### config.mk
export PLATFORM = sky130hd
export DESIGN_NAME = out_port_arbiter
export DESIGN_NICKNAME = d
export VERILOG_FILES = /design/src/rtl/noc_arb_pkg.sv /design/src/rtl/out_port_arbiter_rr_pick.sv /design/src/rtl/out_port_arbiter.sv
export SDC_FILE = /design/constraint.sdc
export NUM_CORES = 1
export LEC_CHECK = 0
export CAP_MARGIN = 20
export CORE_MARGIN = 2
export CORE_UTILIZATION = 35
export DETAILED_ROUTE_END_ITERATION = 16
export GPL_TIMING_DRIVEN = 0
export PLACE_DENSITY = 0.77
export SYNTH_ARGS = -nofsm -noshare
export SYNTH_HDL_FRONTEND = slang
export SYNTH_SLANG_ARGS = --single-unit
### constraint.sdc
create_clock -name CLK -period 1.4 [get_ports CLK]
set_clock_uncertainty 0.05 [all_clocks]
set_input_delay 0.28 -clock CLK [delete_from_list [all_inputs] [get_ports CLK]]
set_output_delay 0.28 -clock CLK [all_outputs]
set_load 0.02 [all_outputs]
### src/rtl/noc_arb_pkg.sv
// Shared types and defaults for the NoC output-port arbiter.
// Default flit width matches the 9-bit dual-rail channel used beside the decoder output ports.
package noc_arb_pkg;

    localparam int DEF_W    = 9;
    localparam int DEF_NREQ = 2;
    localparam int TAIL_BIT = DEF_W - 1;

    typedef enum logic {
        IDLE = 1'b0,
        LOCK = 1'b1
    } arb_state_t;

    // Index width for n requesters, never narrower than one bit.
    function automatic int id_width(input int n);
        return (n > 1) ? $clog2(n) : 1;
    endfunction

endpackage

### src/rtl/out_port_arbiter_rr_pick.sv
// Combinational round-robin search: first asserted request at or after ptr, wrapping modulo NREQ.
module rr_pick
    import noc_arb_pkg::*;
#(
    parameter int NREQ = DEF_NREQ,
    parameter int IDW  = id_width(NREQ)
) (
    input  logic [NREQ-1:0] req,
    input  logic [IDW-1:0]  ptr,
    output logic [NREQ-1:0] gnt,
    output logic [IDW-1:0]  idx,
    output logic            any
);

    int cand;

    always_comb begin
        gnt  = '0;
        idx  = '0;
        any  = 1'b0;
        cand = 0;
        for (int i = 0; i < NREQ; i++) begin
            cand = int'(ptr) + i;
            if (cand >= NREQ) begin
                cand = cand - NREQ;
            end
            if (!any && req[cand]) begin
                any       = 1'b1;
                gnt[cand] = 1'b1;
                idx       = IDW'(cand);
            end
        end
    end

endmodule

### src/rtl/out_port_arbiter.sv
// Round-robin arbiter feeding one registered output port from NREQ flit requesters.
// Define ARB_PKT_LOCK_EN for packet-lock mode; otherwise flits from different requesters interleave.
module out_port_arbiter
    import noc_arb_pkg::*;
#(
    parameter  int NREQ = DEF_NREQ,
    parameter  int W    = DEF_W,
    localparam int IDW  = id_width(NREQ)
) (
    input  logic              CLK,
    input  logic              _RESET,
    input  logic [NREQ-1:0]   in_valid,
    input  logic [NREQ*W-1:0] in_data,
    output logic [NREQ-1:0]   in_ready,
    output logic              out_valid,
    output logic [W-1:0]      out_data,
    input  logic              out_ready,
    output logic [IDW-1:0]    grant_id,
    output logic              busy
);

    // Handshakes: a transfer happens on an edge where valid and ready are both high;
    // in_ready is a function of the current winner and the output load enable only.

    localparam int TAIL = W - 1;

    arb_state_t      state, state_nxt;
    logic [IDW-1:0]  rr_ptr, rr_ptr_nxt;
    logic [NREQ-1:0] elig, gnt;
    logic [IDW-1:0]  win;
    logic            any;
    logic            ld, xfer, rel;
    logic [W-1:0]    win_data;

    assign ld       = !out_valid || out_ready;
    assign xfer     = ld && any;
    assign win_data = in_data[int'(win)*W +: W];
    assign in_ready = ld ? gnt : '0;
    assign busy     = (state == LOCK);

`ifdef ARB_PKT_LOCK_EN
    logic [IDW-1:0] lock_id, lock_id_nxt;
    logic           win_tail;

    assign win_tail = win_data[TAIL];
    // While a packet is open only its owner may compete.
    assign elig     = (state == LOCK) ? (in_valid & (NREQ'(1) << lock_id)) : in_valid;
`else
    assign elig     = in_valid;
`endif

    rr_pick #(
        .NREQ (NREQ),
        .IDW  (IDW)
    ) u_pick (
        .req (elig),
        .ptr (rr_ptr),
        .gnt (gnt),
        .idx (win),
        .any (any)
    );

    always_comb begin
        state_nxt  = state;
        rr_ptr_nxt = rr_ptr;
        rel        = 1'b0;
`ifdef ARB_PKT_LOCK_EN
        lock_id_nxt = lock_id;
        if (xfer) begin
            case (state)
                IDLE: begin
                    if (!win_tail) begin
                        state_nxt   = LOCK;
                        lock_id_nxt = win;
                    end
                end
                LOCK: begin
                    if (win_tail) begin
                        state_nxt = IDLE;
                    end
                end
                default: state_nxt = IDLE;
            endcase
        end
        rel = xfer && win_tail;
`else
        state_nxt = IDLE;
        rel       = xfer;
`endif
        if (rel) begin
            rr_ptr_nxt = (int'(win) == NREQ - 1) ? '0 : win + IDW'(1);
        end
    end

    always_ff @(posedge CLK or negedge _RESET) begin
        if (!_RESET) begin
            state  <= IDLE;
            rr_ptr <= '0;
`ifdef ARB_PKT_LOCK_EN
            lock_id <= '0;
`endif
        end else begin
            state  <= state_nxt;
            rr_ptr <= rr_ptr_nxt;
`ifdef ARB_PKT_LOCK_EN
            lock_id <= lock_id_nxt;
`endif
        end
    end

    // A new flit always wins over draining, so simultaneous in/out keeps out_valid high.
    always_ff @(posedge CLK or negedge _RESET) begin
        if (!_RESET) begin
            out_valid <= 1'b0;
            out_data  <= '0;
            grant_id  <= '0;
        end else if (xfer) begin
            out_valid <= 1'b1;
            out_data  <= win_data;
            grant_id  <= win;
        end else if (out_ready) begin
            out_valid <= 1'b0;
        end
    end

endmodule
==> out/qor.txt, run 1 <==
outcome = finished with violations
failing checks = setup timing
worst-case reg-to-reg path depth = 5
core area = 0.00154 sq mm
WS Path Type = flop to primary output
xor-xnor portion of the synthesized cell area = 0%
post-DP HPWL = 1.23 mm
I/O Buffers = 35
Place WS = -0.846 ns
IO Pins = 37
Simple-Gate Fraction of Synth Area = 19.9%
RSZ-0062 raised after global routing = true
Worst Tran Pin Value = 0.560 ns
WL/cell = 15.5 um
sequential area share after synthesis = 50.7%
grt ovf = 0
Hold Path Class = input port to async pin
Final Power = 1.07 mW
Final setup viols = 2
WP data arrival = 1.21 ns
CP Capture Type = primary output
Gate power share = 33.1%
Synth Area per Inst = 10.8 sq um
Setup WS post-layout = -0.140 ns
fmax = 649 MHz
first-pass GRT wire length = 2.50 mm
Mapped Nets = 78
CP Launch Point = out_valid
GRT Util Overall = 17.4%
Switching Share = 31.1%
library cells used by synthesis = 16
die height = 45.1 um
main combinational cell family by area after synthesis = compound AO/OA/AOI/OAI gates
Yosys warning count = 0
Netlist Area Pre-Place = 592 sq um
VDD IR max = 0.738 mV
top post-synthesis cells by area = dfrtp_1 51%, a221o_1 15%, nor3_1 7.6%
Area Growth Syn to Fin = 70.0%
layout cell share with drive strength beyond 1 = 18.9%
drt initial violations = 22
die width = 45.1 um
Tmin final = 1.54 ns
DR pass1 iterations = 4
Worst Setup Start Kind = flop
Worst path most repeated cell = buf_6
n_diodes = 0
die area = 0.00204 sq mm
clk_lat worst skew = 0.27 ns
fin nets = 119
Synth Area in Compound Gates = 21.1%
clock sinks = 12
power per cell area = 1060 mW/mm^2
Syn Inst Count = 55
LEAKAGE = 0.478 nW
Max-Cap Viols = 0
cell accounting for the most synthesized area = dfrtp_1
CP cell instances = nor2b_4, a211oi_4, buf_6, buf_6
CTS Buf Count = 3
Final Cycle Share = 110%
Starting Density = 38.4%
flops & latches, synth = 12
# rows = 14
Reg2Reg Launch Point = out_valid
CTS clk-pin slew, worst paths = 0.08 ns
Post-DRT Antenna Nets = 0
worst path required time = 1.07 ns
cell internal pwr = 0.736 mW
switching pwr = 0.332 mW
Post-DP Area = 962 sq um
Reg2Reg Setup Slack = 0.02 ns
CTS max path bufs = 2
peak fanout along the critical path = 4
clock share of power = 26.5%
sequential share of power = 40.4%
final slew viol count = 0
CTS tree = yes
Routed WL = 1.72 mm
DRC = 0
Adder-Cell Fraction of Synth Area = 0%
via/cell ratio = 5.31
initial antenna violation count = 0
largest net degree at the start of global routing = 13
cell area after layout = 0.00101 sq mm
via count = 589
CTS Root Cell = clkbuf_4
Worst slew margin = 62.6%
critical path's slowest cell = dfrtp_1
vias in the first global route = 556
Placer Congestion = 0.751
# H-tree levels = 1
Synth top area share = 50.7%
mux cell area share after synthesis = 0%
final hold violations = 0
crit-path max cell delay = 0.37 ns
## kinds of logic (layout without fill, tap and decap cells)
family | Yosys count | after routing
AOI/OAI and AO/OA | 13 | 13
buffers and inverters | 7 | 47
DFF | 12 | 12
other | 1 | 1
and+or+nand+nor | 22 | 22
## cells in the mapped netlist
| master | count |
|---|---|
| or3_1 | 1 |
| conb_1 | 1 |
| nor3_1 | 9 |
| nor2b_4 | 1 |
| a21o_1 | 2 |
| buf_4 | 2 |
| buf_2 | 3 |
| nor3b_2 | 1 |
| a211oi_2 | 1 |
| o21bai_1 | 1 |
| inv_1 | 1 |
| buf_6 | 1 |
| a221o_1 | 9 |
| dfrtp_1 | 12 |
| nor2b_1 | 1 |
| nand2_1 | 9 |
## sequential cells by signal (all words and copies together) (netlist names)
signal,cells
out_data,9
out_valid,1
grant_id,1
rr_ptr,1
## timing repair
item | in CTS | in global routing
hold buffers | 0 | 0
setup buffers | 1 | 1
gates resized for setup | 27 | 2
setup endpoints to repair | 14 | 10
pin swaps | 3 | 4
## metrics by stage
step / utilization [%] / std cells / TNS, ns / hold WS [ns]
2_1_floorplan: - / 55 / 0 / -0.0656
3_3_place_gp: 62.4 / 106 / -4.41 / 0.411
3_5_place_dp: 62.4 / 106 / -4.49 / 0.421
4_1_cts: 64.2 / 110 / -0.346 / 0.321
5_1_grt: 65.3 / 111 / -0.615 / 0.369
6_report: 65.3 / 111 / -0.240 / 0.312
## path summary, 6_finish.rpt
| kind | end |
|---|---|
| max reg2reg | out_data[5] |
| min | out_data[1] |
| min reg2reg | grant_id |
| max | in_ready[0] |
| max in group asynchronous | rr_ptr |
| min in group CLK | out_valid |
## cells in the final DEF, fill, tap and decap left out, drive strengths merged, types with 2 or more instances in the layout
cell / Yosys / layout
clkbuf: 0 / 4
dfrtp: 12 / 12
nor3: 9 / 9
clkdlybuf4s50: 0 / 19
nand2: 9 / 9
a21o: 2 / 2
dlygate4sd2: 0 / 14
a221o: 9 / 9
nor2b: 2 / 2
buf: 6 / 9
## power groups by stage
stage	Clock, mW	Combinational, mW	Sequential (mW)
global route	0.296	0.375	0.436
floorplan	0	0.116	0.495
CTS	0.284	0.349	0.429
global placement	0	0.376	0.433
detailed placement	0	0.379	0.435
finish	0.283	0.354	0.431
## critical path, delay by kind of cell (launching register included)
family	cells	cell delay (ns)
AO/OA/AOI/OAI	1	0.18
buffers and inverters	2	0.24
flip-flops	1	0.37
AND/OR/NAND/NOR	1	0.14
## metal layers
| metal | GRT usage, % | vias to the layer above | part of all wire [%] |
|---|---|---|---|
| li1 | - | 279 | - |
| met1 | 20.9 | 275 | 38 |
| met2 | 30.3 | 33 | 51 |
| met3 | 3.20 | 2 | 9.4 |
| met4 | 7.06 | 0 | 1.1 |
| met5 | 0 | - | 0 |
## layout make-up
class / instances / area [sq um]
tap: 16 / 20.0
clock buffer: 4 / 36.3
buffer: 5 / 36.3
multi-input combinational: 36 / 262
inverter: 1 / 3.75
fill: 133 / 536
timing repair buffer: 37 / 347
sequential: 12 / 302
Power figures use the tool's default switching activity.
==> run 2, diff against run 1 <==
--- a/config.mk
+++ b/config.mk
@@ -8,8 +8,10 @@
 export CAP_MARGIN = 20
 export CORE_MARGIN = 2
 export CORE_UTILIZATION = 35
+export CTS_CLUSTER_DIAMETER = 80
 export DETAILED_ROUTE_END_ITERATION = 16
 export GPL_TIMING_DRIVEN = 0
+export HOLD_SLACK_MARGIN = 0.08
 export PLACE_DENSITY = 0.77
 export SYNTH_ARGS = -nofsm -noshare
 export SYNTH_HDL_FRONTEND = slang
==> results of run 2 <==
The final DEF is identical to that of run 1; final timing and power are the same.
